===== config.mk =====
export PLATFORM = sky130hd
export DESIGN_NAME = mul_share_ctrl_flat
export DESIGN_NICKNAME = d
export VERILOG_FILES = /design/src/rtl/mul_pkg.sv /design/src/rtl/mul_share_ctrl_if.sv /design/src/rtl/rr_arbiter.sv /design/src/rtl/mul_share_ctrl.sv /design/src/flat_wrapper.sv
export SDC_FILE = /design/constraint.sdc
export NUM_CORES = 1
export LEC_CHECK = 0
export ABC_AREA = 1
export CORE_AREA = 3 3 187 189
export CTS_CLUSTER_SIZE = 30
export DETAILED_ROUTE_END_ITERATION = 10
export DIE_AREA = 0 0 190 192
export HOLD_SLACK_MARGIN = 0.05
export MAX_ROUTING_LAYER = met4
export PLACE_DENSITY = 0.62
export SYNTH_ARGS = -nofsm -noshare
export SYNTH_HDL_FRONTEND = slang
export SYNTH_SLANG_ARGS = --single-unit

===== constraint.sdc =====
create_clock -name clk -period 3.4 [get_ports clk]
set_input_delay 0.34 -clock clk [delete_from_list [all_inputs] [get_ports clk]]
set_output_delay 0.34 -clock clk [all_outputs]
set_load 0.01 [all_outputs]

===== src/rtl/mul_pkg.sv =====
// Shared definitions for the multiplier-sharing controller: FSM encoding,
// operand/product widths and the round-robin pointer advance.
package mul_pkg;

    localparam int MUL_W  = 32;
    localparam int PROD_W = 64;

    typedef enum logic [2:0] {
        ST_IDLE,
        ST_ISSUE,
        ST_WAIT_BUSY,
        ST_WAIT_DONE,
        ST_RESP
    } state_e;

    // Next round-robin start position after granting idx, wrapping modulo n.
    function automatic int rr_next(input int idx, input int n);
        return (idx + 1 >= n) ? 0 : idx + 1;
    endfunction

endpackage


===== src/rtl/mul_share_ctrl_if.sv =====
// Request, response and multiplier buses of the multiplier-sharing controller.
// slave = controller side, master = requesters/consumer/multiplier side.
interface mul_share_ctrl_if #(
    parameter int NREQ  = 4,
    parameter int TAG_W = 4
);
    localparam int ID_W = $clog2(NREQ);

    logic [NREQ-1:0]                  req_valid;
    logic [NREQ-1:0]                  req_ready;
    logic [mul_pkg::MUL_W*NREQ-1:0]   req_x;
    logic [mul_pkg::MUL_W*NREQ-1:0]   req_y;
    logic [TAG_W*NREQ-1:0]            req_tag;

    logic                             resp_valid;
    logic                             resp_ready;
    logic [ID_W-1:0]                  resp_id;
    logic [TAG_W-1:0]                 resp_tag;
    logic [mul_pkg::PROD_W-1:0]       resp_z;
    logic                             resp_err;

    logic                             mul_start;
    logic [mul_pkg::MUL_W-1:0]        mul_x;
    logic [mul_pkg::MUL_W-1:0]        mul_y;
    logic                             mul_busy;
    logic [mul_pkg::PROD_W-1:0]       mul_z;

    modport slave (
        input  req_valid, req_x, req_y, req_tag, resp_ready, mul_busy, mul_z,
        output req_ready, resp_valid, resp_id, resp_tag, resp_z, resp_err,
               mul_start, mul_x, mul_y
    );

    modport master (
        output req_valid, req_x, req_y, req_tag, resp_ready, mul_busy, mul_z,
        input  req_ready, resp_valid, resp_id, resp_tag, resp_z, resp_err,
               mul_start, mul_x, mul_y
    );

endinterface


===== src/rtl/rr_arbiter.sv =====
// Round-robin arbiter: grants the first requesting index at or after ptr,
// wrapping. Purely combinational so other shared-unit controllers can reuse it.
module rr_arbiter #(
    parameter int NREQ = 4
) (
    input  logic [NREQ-1:0]         req,
    input  logic [$clog2(NREQ)-1:0] ptr,
    output logic [NREQ-1:0]         gnt,
    output logic [$clog2(NREQ)-1:0] gnt_idx,
    output logic                    gnt_any
);
    localparam int IDX_W = $clog2(NREQ);

    logic [IDX_W-1:0] cand;

    always_comb begin
        // NOTE: every variable written here gets a default first, so no path infers a latch.
        gnt     = '0;
        gnt_idx = '0;
        gnt_any = 1'b0;
        cand    = '0;
        for (int off = 0; off < NREQ; off++) begin
            cand = IDX_W'((int'(ptr) + off) % NREQ);
            if (!gnt_any && req[cand]) begin
                gnt[cand] = 1'b1;
                gnt_idx   = cand;
                gnt_any   = 1'b1;
            end
        end
    end

endmodule


===== src/rtl/mul_share_ctrl.sv =====
// Shares one sequential signed 32x32 multiplier among NREQ requesters:
// round-robin grant, one operation in flight, per-phase watchdog, tagged response.
module mul_share_ctrl
    import mul_pkg::*;
#(
    parameter int NREQ  = 4,
    parameter int TAG_W = 4,
    parameter int WDOG  = 64
) (
    input  logic             clk,
    input  logic             rst,
    mul_share_ctrl_if.slave  bus
);
    localparam int ID_W = $clog2(NREQ);
    localparam int WD_W = $clog2(WDOG + 1);
    localparam logic [WD_W-1:0] WD_LAST = WD_W'(WDOG - 1);

    state_e              state_q, state_d;
    logic [ID_W-1:0]     ptr_q, ptr_d;
    logic [WD_W-1:0]     wdog_q, wdog_d;
    logic [MUL_W-1:0]    x_q, x_d;
    logic [MUL_W-1:0]    y_q, y_d;
    logic [TAG_W-1:0]    tag_q, tag_d;
    logic [ID_W-1:0]     id_q, id_d;
    logic [PROD_W-1:0]   z_q, z_d;
    logic                err_q, err_d;

    logic [NREQ-1:0]     gnt;
    logic [ID_W-1:0]     gnt_idx;
    logic                gnt_any;
    logic [NREQ-1:0]     req_ready;
    logic [WD_W-1:0]     wdog_inc;
    logic                wdog_expired;

    logic [MUL_W-1:0]    x_arr   [NREQ];
    logic [MUL_W-1:0]    y_arr   [NREQ];
    logic [TAG_W-1:0]    tag_arr [NREQ];

    for (genvar g = 0; g < NREQ; g++) begin : g_unpack
        assign x_arr[g]   = bus.req_x[g*MUL_W +: MUL_W];
        assign y_arr[g]   = bus.req_y[g*MUL_W +: MUL_W];
        assign tag_arr[g] = bus.req_tag[g*TAG_W +: TAG_W];
    end

    rr_arbiter #(.NREQ(NREQ)) u_arb (
        .req     (bus.req_valid),
        .ptr     (ptr_q),
        .gnt     (gnt),
        .gnt_idx (gnt_idx),
        .gnt_any (gnt_any)
    );

    assign wdog_inc     = (wdog_q == '1) ? wdog_q : wdog_q + 1'b1;
    assign wdog_expired = (wdog_q >= WD_LAST);

    always_comb begin
        state_d   = state_q;
        ptr_d     = ptr_q;
        wdog_d    = wdog_q;
        x_d       = x_q;
        y_d       = y_q;
        tag_d     = tag_q;
        id_d      = id_q;
        z_d       = z_q;
        err_d     = err_q;
        req_ready = '0;

        unique case (state_q)
            ST_IDLE: begin
                // A still-busy multiplier holds a stale operation; let it drain first.
                if (rst && gnt_any && !bus.mul_busy) begin
                    req_ready = gnt;
                    x_d       = x_arr[gnt_idx];
                    y_d       = y_arr[gnt_idx];
                    tag_d     = tag_arr[gnt_idx];
                    id_d      = gnt_idx;
                    ptr_d     = ID_W'(rr_next(int'(gnt_idx), NREQ));
                    state_d   = ST_ISSUE;
                end
            end
            ST_ISSUE: begin
                wdog_d  = '0;
                state_d = ST_WAIT_BUSY;
            end
            ST_WAIT_BUSY: begin
                if (bus.mul_busy) begin
                    wdog_d  = '0;
                    state_d = ST_WAIT_DONE;
                end else if (wdog_expired) begin
                    z_d     = '0;
                    err_d   = 1'b1;
                    state_d = ST_RESP;
                end else begin
                    wdog_d = wdog_inc;
                end
            end
            ST_WAIT_DONE: begin
                if (!bus.mul_busy) begin
                    z_d     = bus.mul_z;
                    err_d   = 1'b0;
                    state_d = ST_RESP;
                end else if (wdog_expired) begin
                    z_d     = '0;
                    err_d   = 1'b1;
                    state_d = ST_RESP;
                end else begin
                    wdog_d = wdog_inc;
                end
            end
            ST_RESP: begin
                wdog_d = '0;
                if (bus.resp_ready) state_d = ST_IDLE;
            end
            default: state_d = ST_IDLE;
        endcase
    end

    always_ff @(posedge clk or negedge rst) begin
        if (!rst) begin
            state_q <= ST_IDLE;
            ptr_q   <= '0;
            wdog_q  <= '0;
            x_q     <= '0;
            y_q     <= '0;
            tag_q   <= '0;
            id_q    <= '0;
            z_q     <= '0;
            err_q   <= 1'b0;
        end else begin
            // NOTE: non-blocking assignments so every flop samples pre-edge values.
            state_q <= state_d;
            ptr_q   <= ptr_d;
            wdog_q  <= wdog_d;
            x_q     <= x_d;
            y_q     <= y_d;
            tag_q   <= tag_d;
            id_q    <= id_d;
            z_q     <= z_d;
            err_q   <= err_d;
        end
    end

    assign bus.req_ready  = req_ready;
    assign bus.resp_valid = (state_q == ST_RESP);
    assign bus.resp_id    = id_q;
    assign bus.resp_tag   = tag_q;
    assign bus.resp_z     = z_q;
    assign bus.resp_err   = err_q;
    assign bus.mul_start  = (state_q == ST_ISSUE);
    assign bus.mul_x      = x_q;
    assign bus.mul_y      = y_q;

endmodule


===== src/flat_wrapper.sv =====
// flat-port wrapper written by rule: the top's interface ports become plain ports
module mul_share_ctrl_flat import mul_pkg::*;
#(
    parameter int NREQ  = 4,
    parameter int TAG_W = 4,
    parameter int WDOG  = 64
)
  (clk, rst, bus_req_valid, bus_req_x, bus_req_y, bus_req_tag, bus_resp_ready, bus_mul_busy, bus_mul_z, bus_req_ready, bus_resp_valid, bus_resp_id, bus_resp_tag, bus_resp_z, bus_resp_err, bus_mul_start, bus_mul_x, bus_mul_y);
  mul_share_ctrl_if #(.NREQ(NREQ), .TAG_W(TAG_W)) bus_i ();
  input  logic clk;
  input  logic rst;
  input wire logic [$bits(bus_i.req_valid)-1:0] bus_req_valid;
  input wire logic [$bits(bus_i.req_x)-1:0] bus_req_x;
  input wire logic [$bits(bus_i.req_y)-1:0] bus_req_y;
  input wire logic [$bits(bus_i.req_tag)-1:0] bus_req_tag;
  input wire logic [$bits(bus_i.resp_ready)-1:0] bus_resp_ready;
  input wire logic [$bits(bus_i.mul_busy)-1:0] bus_mul_busy;
  input wire logic [$bits(bus_i.mul_z)-1:0] bus_mul_z;
  output wire logic [$bits(bus_i.req_ready)-1:0] bus_req_ready;
  output wire logic [$bits(bus_i.resp_valid)-1:0] bus_resp_valid;
  output wire logic [$bits(bus_i.resp_id)-1:0] bus_resp_id;
  output wire logic [$bits(bus_i.resp_tag)-1:0] bus_resp_tag;
  output wire logic [$bits(bus_i.resp_z)-1:0] bus_resp_z;
  output wire logic [$bits(bus_i.resp_err)-1:0] bus_resp_err;
  output wire logic [$bits(bus_i.mul_start)-1:0] bus_mul_start;
  output wire logic [$bits(bus_i.mul_x)-1:0] bus_mul_x;
  output wire logic [$bits(bus_i.mul_y)-1:0] bus_mul_y;
  assign bus_i.req_valid = bus_req_valid;
  assign bus_i.req_x = bus_req_x;
  assign bus_i.req_y = bus_req_y;
  assign bus_i.req_tag = bus_req_tag;
  assign bus_i.resp_ready = bus_resp_ready;
  assign bus_i.mul_busy = bus_mul_busy;
  assign bus_i.mul_z = bus_mul_z;
  assign bus_req_ready = bus_i.req_ready;
  assign bus_resp_valid = bus_i.resp_valid;
  assign bus_resp_id = bus_i.resp_id;
  assign bus_resp_tag = bus_i.resp_tag;
  assign bus_resp_z = bus_i.resp_z;
  assign bus_resp_err = bus_i.resp_err;
  assign bus_mul_start = bus_i.mul_start;
  assign bus_mul_x = bus_i.mul_x;
  assign bus_mul_y = bus_i.mul_y;
  mul_share_ctrl #(.NREQ(NREQ), .TAG_W(TAG_W), .WDOG(WDOG)) u_core (.clk(clk), .rst(rst), .bus(bus_i));
endmodule

==> impl_metrics.py, run 1 <==
metrics = {
    "yosys": {
        "synth_cell_types": 34,
        "ys_ff_latch": 147,
        "synthArstFlopShare_pct": 100,
        "synthFlopType": "dfrtp_1",
        "yosysTopAreaCell": "dfrtp_1",
        "yosysTopAreaCellShare_pct": 38.6,
        "netlist_instances": 1472,
        "synth_edf_count": 0,
        "ys_top_cells_by_area": "dfrtp_1 39%, nand2_1 18%, nand3_1 14%",
        "synth_area_mm2": 0.00953,
        "synth_area_per_cell_um2": 6.48,
        "ys_seq_area_share_pct": 38.6,
        "syn-num-nets": 1825,
        "yosys_warnings": 0,
    },
    "global_route": {
        "antenna_found_initial": 2,
        "grt_pass1_vias": 10586,
        "grt_use_total_pct": 20.6,
        "overflow": 0,
        "grt_max_degree": 130,
        "grt_pass1_wl_mm": 57.3,
    },
    "timing": {
        "rsz0062_at_grt": "no",
        "whs_ns": 0.145,
        "fin_crit_sh_pct": 91.9,
        "finalSetupTns_ns": 0,
        "setup_viol": 0,
        "skew_ns": 0.0160,
        "max_freq_ghz": 0.320,
        "hold_viol": 0,
        "relSlewSlack_pct": 31.2,
        "worst_slack_ns": 0.276,
        "drv_slew": 0,
        "final.min_clock_period_ns": 3.12,
        "tightest_slew_ns": 1.03,
    },
    "placed_design": {
        "dp_hpwl_mm": 27.2,
        "pre_cts_slack_ns": 0.230,
        "port_buffers": 484,
        "place.gp.congestion": 0.878,
        "dp.cells": 2334,
    },
    "die": {
        "io_pins": 485,
        "start_util_pct": 28.5,
        "rows": 67,
        "die_height_um": 192,
        "die_area_mm2": 0.0365,
        "chipWidth_um": 190,
        "core_mm2": 0.0334,
    },
    "route": {
        "vias": 10717,
        "routed_wl_mm": 37.2,
        "drt.antenna.violating_nets": 0,
        "drc": 0,
        "drtIter0Drc": 554,
        "firstDrtPassIters": 4,
        "detail_route.wl_per_cell_um": 15.7,
        "vias_per_cell": 4.52,
    },
    "worst_setup_path": {
        "r2r_setup_slack_ns": 0.65,
        "r2r-start": "u_core.ptr_q[0]$_DFFE_PN0P_",
        "crit_start": "u_core.ptr_q[0]$_DFFE_PN0P_",
        "arrival_ns": 2.78,
        "required_ns": 3.06,
        "cp_max_fo": 10,
        "cp-start-kind": "flip-flop",
        "crit_path_end_kind": "primary output",
        "r2r-end": "u_core.bus.mul_x[18]$_DFFE_PN0P_",
        "rr_worst_depth": 12,
        "endpoint": "bus_req_ready[0]",
        "crit_type": "reg2out",
    },
    "clocking": {
        "clk_path_buf_depth": 2,
        "cts_tree": "done",
        "cts.sinks": 147,
        "ctsRootBufferMaster": "clkbuf_16",
        "clk_pin_slew_ns": 0.07,
        "h-tree-depth": 4,
        "clock_latency_ns": 0.44,
        "cts_made_buffers": 17,
        "ctsHoldBuffers": 0,
    },
    "layout": {
        "stdcell_count": 2369,
        "final_common_cell": "clkdlybuf4s50_1",
        "layout.nets": 2260,
        "layout_common_cells": "483 x clkdlybuf4s50_1, 460 x nand2_1, 275 x inv_1",
        "final_layout_size_suffix_gt1_share_pct": 4.85,
        "areaGrowthSynthToFinish_pct": 61.5,
    },
    "power": {
        "leakage_nw": 7.54,
        "power_per_cell_area_mw_per_mm2": 879,
        "power_mw": 13.5,
        "vdd_drop_max_v": 0.000474,
    },
    "worst_hold_path": {
        "hold_class": "in2async",
    },
    "status": {
        "status": "finished clean",
    },
    "job": {
        "maxCapViolCount": 0,
    },
}
==> logic make-up after synthesis <==
kind of cell               synth area share, %
AOI/OAI and AO/OA                         6.01
adders and majority gates                 1.18
buffers and inverters                     15.5
DFF                                       38.6
and+or+nand+nor                           38.7
==> timing repair <==
item | in CTS | in global routing
pin swaps | 2 | 1
setup endpoints to repair | 4 | 4
gates cloned | 0 | 0
buffers inserted | 1 | 1
resized for setup | 0 | 4
==> how the worst min path moves through the flow <==
stage | startpoint | end | slack [ns] | cells past startpoint
6_report | rst | u_core.bus.mul_x[13]$_DFFE_PN0P_ | 0.14 | 2
5_1_grt | rst | u_core.bus.mul_x[15]$_DFFE_PN0P_ | 0.20 | 2
4_1_cts | rst | u_core.bus.mul_x[13]$_DFFE_PN0P_ | 0.19 | 2
3_5_place_dp | u_core.bus.mul_y[4]$_DFFE_PN0P_ | u_core.bus.mul_y[4]$_DFFE_PN0P_ | 0.46 | 2
3_3_place_gp | u_core.bus.mul_x[16]$_DFFE_PN0P_ | u_core.bus.mul_x[16]$_DFFE_PN0P_ | 0.46 | 2
2_1_floorplan | rst | u_core.bus.mul_x[0]$_DFFE_PN0P_ | 0.04 | 0
==> per-layer routing <==
layer | wire, um | track usage, %
met5 | 0 | -
met4 | 706 | 6.40
met2 | 18000 | 33.3
met1 | 15700 | 24.9
met3 | 2770 | 5.93
==> flip-flops by register name (all words and copies together) (netlist names) <==
| signal | count |
|---|---|
| u_core.bus.resp_err | 1 |
| u_core.state_q | 3 |
| u_core.wdog_q | 7 |
| u_core.bus.mul_x | 32 |
| u_core.bus.mul_y | 32 |
| u_core.bus.resp_tag | 4 |
| u_core.bus.resp_id | 2 |
| u_core.ptr_q | 2 |
| u_core.bus.resp_z | 64 |
==> worst max-delay path: stages (launching register included) <==
cell and delay (ns):
dfrtp_1 0.38, inv_4 0.09, ha_4 0.31, inv_1 0.06, nand3_1 0.09, nand2_2 0.13
nor2_2 0.17, inv_1 0.09, o21ai_0 0.18, a21oi_1 0.06, o21ai_0 0.10, nand2_1 0.10
inv_1 0.06, clkdlybuf4s50_1 0.52
==> area by class of cell <==
class / instances / area (um2)
sequential: 147 / 3680
inverter: 280 / 1050
timing repair buffer: 506 / 5060
clock inverter: 11 / 153
multi-input combinational: 955 / 4430
clock buffer: 20 / 447
tap: 448 / 561
antenna: 2 / 5.00
fill: 3404 / 18100
==> stage by stage <==
| stage | util [%] | area, um2 |
|---|---|---|
| 2_1_floorplan | - | 9530 |
| 3_3_place_gp | 44.1 | 14800 |
| 3_5_place_dp | 44.1 | 14800 |
| 4_1_cts | 45.9 | 15400 |
| 5_1_grt | 46.0 | 15400 |
| 6_report | 46.0 | 15400 |
==> where the power goes <==
part           switching (mW)  internal (mW)  leakage (nW)
combinational            5.09           3.53          5.52
sequential              0.432           2.51          1.74
clock                   0.796           1.17         0.283
total                    6.32           7.22          7.54
==> synth_stat cells, types with 2 or more instances <==
cell / n
nor2_4: 2
nand4_1: 2
buf_6: 3
a31oi_1: 65
ha_1: 9
nor2_1: 82
nand2_2: 6
or2_1: 9
nor3_1: 5
a21oi_1: 11
nand3_1: 259
inv_1: 276
nand2_1: 461
dfrtp_1: 147
clkbuf_1: 54
inv_2: 3
or2_0: 4
o21ai_0: 11
or2_2: 16
nand2_4: 2
buf_2: 21
buf_4: 11
o21a_1: 2
Power figures use the tool's default switching activity.
==> run 2: changes to the inputs <==
- CORE_AREA: 3 3 187 189 -> 10 10 182 184
- DIE_AREA: 0 0 190 192 -> 0 0 192 194
- PLACE_DENSITY: 0.62 -> 0.69
- REMOVE_ABC_BUFFERS: default -> 1
- clock period: 3.4 -> 4 ns (I/O delays scaled with it)
==> run 2 against run 1 <==
Against the previous run:
- worst setup slack better by 0.075 ns
- cell count is 2.7% lower
- die area is 2.1% higher
- register-to-register slack better by 0.28 ns
- critical path type unchanged
- sequential share of layout area is 0.27 points higher
- count of clock-buffer cells in the layout is 3 lower
- first-iteration DRC count is 6.7% higher
- clock skew is 0.0099 ns higher
- non-clock buffer count is 6 lower
- critical path depth stayed put
- critical endpoint unchanged
- cell area is 1.1% lower
==> impl_metrics.py, run 2 (same netlist as run 1, synthesis figures left out) <==
metrics = {
    "placed_design": {
        "dp_hpwl_mm": 30.0,
        "place.gp.congestion": 0.894,
        "port_buffers": 484,
    },
    "route": {
        "detail_route.wl_per_cell_um": 17.3,
        "drt.antenna.violating_nets": 0,
        "vias": 10729,
        "vias_per_cell": 4.65,
        "routed_wl_mm": 40.0,
        "drtIter0Drc": 591,
        "firstDrtPassIters": 6,
        "drc": 0,
    },
    "clocking": {
        "cts.sinks": 147,
        "clock_latency_ns": 0.43,
        "clk_pin_slew_ns": 0.08,
        "cts_tree": "done",
        "h-tree-depth": 4,
        "ctsRootBufferMaster": "clkbuf_16",
        "cts_setup_buffers": 0,
        "clk_path_buf_depth": 2,
        "cts-resized-gates": 0,
        "ctsHoldBuffers": 1,
        "cts_made_buffers": 17,
    },
    "worst_setup_path": {
        "crit_path_cell_trace": "inv_4, ha_1, inv_1, nand3_1, nand2_2, nor2_1, inv_1, o21ai_0, a21oi_1, o21ai_0, nand2_1, inv_1, clkdlybuf4s50_1",
        "cp_max_fo": 12,
        "critical_path_buf_inv_count": 5,
        "arrival_ns": 3.25,
        "r2r_setup_slack_ns": 0.93,
        "crit_path_end_kind": "primary output",
        "path_common_cell": "inv_1",
        "cp_top_family": "buffers and inverters",
        "slowest_stage": "dfrtp_1",
        "cp-start-kind": "flip-flop",
        "slowest_delay_ns": 0.62,
        "crit_type": "reg2out",
        "required_ns": 3.60,
    },
    "timing": {
        "skew_ns": 0.0259,
        "relSlewSlack_pct": 38.8,
        "rsz0062_at_grt": "no",
        "hold_viol": 0,
        "drv_slew": 0,
        "setup_viol": 0,
        "max_freq_ghz": 0.274,
        "tightest_slew_ns": 0.917,
        "fin_crit_sh_pct": 91.2,
        "final.min_clock_period_ns": 3.65,
    },
    "global_route": {
        "overflow": 0,
        "grt_max_degree": 87,
        "grt_use_total_pct": 21.2,
        "grt_pass1_vias": 10703,
        "antenna_found_initial": 3,
        "grt_pass1_wl_mm": 61.4,
    },
    "die": {
        "die_area_mm2": 0.0372,
        "core_mm2": 0.0294,
        "io_pins": 485,
        "die_height_um": 194,
        "start_util_pct": 32.4,
        "chipWidth_um": 192,
        "rows": 63,
    },
    "layout": {
        "regArea_mm2": 0.00368,
        "layout.nets": 2254,
        "final_common_cell": "clkdlybuf4s50_1",
        "largest_reg_flops": 64,
        "layout_common_cells": "483 x clkdlybuf4s50_1, 460 x nand2_1, 275 x inv_1",
        "fillers": 2861,
        "post-route-util_pct": 51.8,
        "final_layout_size_suffix_gt1_share_pct": 4.50,
        "multiInputGateArea_mm2": 0.00442,
        "areaGrowthSynthToFinish_pct": 59.7,
    },
    "job": {
        "maxCapViolCount": 0,
    },
    "power": {
        "vdd_drop_max_v": 0.000537,
        "leakage_nw": 7.50,
        "power_mw": 11.4,
        "power_per_cell_area_mw_per_mm2": 748,
    },
    "status": {
        "status": "finished clean",
    },
    "worst_hold_path": {
        "hold_class": "in2async",
    },
}
[run 2: cell count changes in the layout (fill, tap and decap cells not counted), moves of 2 or more]
| cell | previous run | this run |
|---|---|---|
| buf_4 | 18 | 12 |
| clkbuf_1 | 2 | 0 |
| bufinv_16 | 3 | 1 |
| inv_6 | 2 | 6 |
| inv_8 | 0 | 2 |
[run 2: power breakdown]
| group | total [mW] | switching, mW | internal, mW |
|---|---|---|---|
| registers | 2.54 | 0.404 | 2.14 |
| logic | 7.22 | 4.28 | 2.94 |
| clock network | 1.62 | 0.749 | 0.875 |
| total | 11.4 | 5.43 | 5.95 |
[run 2: through the flow]
stage	setup slack (ns)	hold WS [ns]	cells	TNS, ns	area [um2]
2_1_floorplan	-2.59	0.104	1382	-213.20	9100
3_3_place_gp	0.945	0.312	2271	0	14600
3_5_place_dp	0.828	0.310	2271	0	14600
4_1_cts	0.356	0.411	2303	0	15200
5_1_grt	0.108	0.441	2306	0	15200
6_report	0.351	0.415	2306	0	15200
[run 2: final timing paths]
check	cells past startpoint	startpoint	end
min in group clk	2	u_core.bus.mul_x[21]$_DFFE_PN0P_	u_core.bus.mul_x[21]$_DFFE_PN0P_
max reg2reg	13	u_core.ptr_q[0]$_DFFE_PN0P_	u_core.bus.mul_y[14]$_DFFE_PN0P_
max in group asynchronous	3	rst	u_core.bus.mul_y[18]$_DFFE_PN0P_
min reg2reg	2	u_core.bus.mul_x[21]$_DFFE_PN0P_	u_core.bus.mul_x[21]$_DFFE_PN0P_
min	2	rst	u_core.bus.resp_z[25]$_DFFE_PN0P_
max	13	u_core.ptr_q[0]$_DFFE_PN0P_	bus_req_ready[0]
[run 2: final cells by class]
type                            instances  share of cell area, %
Multi-Input combinational cell        955                   29.0
Clock inverter                         14                  0.929
Timing Repair Buffer                  500                   32.9
Sequential cell                       147                   24.2
Clock buffer                           17                   2.80
Inverter                              280                   6.92
Tap cell                              390                   3.21
Antenna cell                            3                 0.0493
[run 2: metal layers]
layer  vias to the layer above  share of wire (%)  GRT usage [%]
li1                       5378                  -              -
met1                      4906                 39           24.1
met2                       407                 51           36.2
met3                        38                8.5           5.50
met4                         0                1.7           5.75
met5                         -                  0              -
[run 2: worst register-to-register path, cell delays in order (launching register included)]
cell,delay [ns]
dfrtp_1,0.62
inv_4,0.12
ha_1,0.42
inv_1,0.09
nand3_1,0.10
nand2_2,0.12
nor2_1,0.19
nor2_2,0.07
nand2_4,0.11
nand2_4,0.25
inv_2,0.55
nand2_1,0.12
nand3_1,0.12
nand3_1,0.08
==> variant: new RTL, flow settings as in run 1 <==
`WDOG` is set to 64 in 2 places; all go to 128.
--- a/src/rtl/mul_share_ctrl.sv
+++ b/src/rtl/mul_share_ctrl.sv
@@ -5,7 +5,7 @@
 #(
     parameter int NREQ  = 4,
     parameter int TAG_W = 4,
-    parameter int WDOG  = 64
+    parameter int WDOG  = 128
 ) (
     input  logic             clk,
     input  logic             rst,
--- a/src/flat_wrapper.sv
+++ b/src/flat_wrapper.sv
@@ -3,7 +3,7 @@
 #(
     parameter int NREQ  = 4,
     parameter int TAG_W = 4,
-    parameter int WDOG  = 64
+    parameter int WDOG  = 128
 )
   (clk, rst, bus_req_valid, bus_req_x, bus_req_y, bus_req_tag, bus_resp_ready, bus_mul_busy, bus_mul_z, bus_req_ready, bus_resp_valid, bus_resp_id, bus_resp_tag, bus_resp_z, bus_resp_err, bus_mul_start, bus_mul_x, bus_mul_y);
   mul_share_ctrl_if #(.NREQ(NREQ), .TAG_W(TAG_W)) bus_i ();
Formal check against the unedited RTL: no difference found for any inputs over 4 cycles, from zero or initial values and one cycle with rst low; that may be too few to reach the edited logic, so the function may still have changed.
==> variant against run 1 <==
  * Design area shrank 3.4%
  * Setup slack lost 0.052 ns
  * Sequential share of layout area grew 1.0 points
  * First-iteration DRC count shrank 9.6%
  * Synthesized area shrank 5.9%
  * Critical path depth shrank 2
  * Power shrank 14%
  * Clock skew shrank 0.0028 ns
  * Highest routed layer unchanged
  * Largest power group unchanged
  * Maximum frequency shrank 1.6%
  * Largest cell class unchanged
  * Critical path type unchanged
  * Routed wire length grew 0.39%
  * Sequential cell count grew 1
  * Global-route usage shrank 0.42 points
==> variant: results (changes against run 1) <==
[place]
dpl_worst_slack_ns=0.257  ; +0.0263 ns
placed_area_um2=14200  ; -3.7%
dp_hpwl_um=27900  ; +2.3%

[pwr]
p_leak_nw=6.83  ; -9.4%
powerClk_mw=2.08  ; +6%
ir_drop_mv=0.516  ; +9.0%
p_int_mw=6.43  ; -11%
p_seq_frac=0.240  ; +0.022

[sta]
worstMarginPinSlew_ns=0.953  ; -0.0792 ns
timing.hold.ws_ns=0.323  ; +0.178 ns
fin_crit_sh=0.934  ; +0.0153

[status]
status=finished clean

[worst_setup_path]
reg2reg_from=u_core.ptr_q[1]
r2r_setup_slack_ns=0.42  ; -0.23 ns
reg2regPathDepth=13  ; +1
r2r-end=u_core.bus.mul_x[4]

[synth]
avgSynthCellArea_um2=6.96  ; +7.4%
synth.yosys.seq_area_share=0.413  ; +0.0268
synthTopCellsByCount=nand2_1 (325), inv_1 (194), dfrtp_1 (148)
synthAdderAreaFrac=0.0125  ; +0.000736

[global_route]
grt_max_degree=98  ; -25%
grt_pass1_vias=10100  ; -4.5%
met3_usage=0.0684  ; +0.00913
globalRouteMet2Util=0.322  ; -0.0102

[route]
first_iter_violations=501  ; -9.6%
wire_per_inst_um=17.0  ; +8.3%
drtPass1Iterations=5  ; +1

[layout]
nets=2089  ; -7.6%

## variant: changes by cell type after synthesis, moves of 9 or more
cell	change
nand2_1	-136
nand3_1	-134
o21ai_0	+106
inv_1	-82
a21oi_1	+65
a31oi_1	-63
o211ai_1	+41
nand4_1	+21
clkbuf_1	-9
## variant: what timing repair did
item                                    in CTS  in global routing
endpoints found under the setup margin       4                  3
hold buffers                                 1                  0
setup buffers                                1                  0
resized for setup                            1                  2
cloned                                       1                  0
pin swaps                                    0                  0
endpoints found under the hold margin       13                  0
## variant: layout make-up
class	count	area, um^2	area share
Clock buffer	18	439	0.0295
Sequential cell	148	3700	0.249
Timing Repair Buffer	510	5070	0.341
Multi-Input combinational cell	861	4170	0.280
Inverter	198	748	0.0503
Clock inverter	14	188	0.0126
Tap cell	448	561	0.0377
## variant: routing by layer
layer  vias up  part of all wire
met5         -                 0
met4         0             0.028
met3        46             0.095
met2       389              0.47
met1      4693              0.40
li1       4993                 -
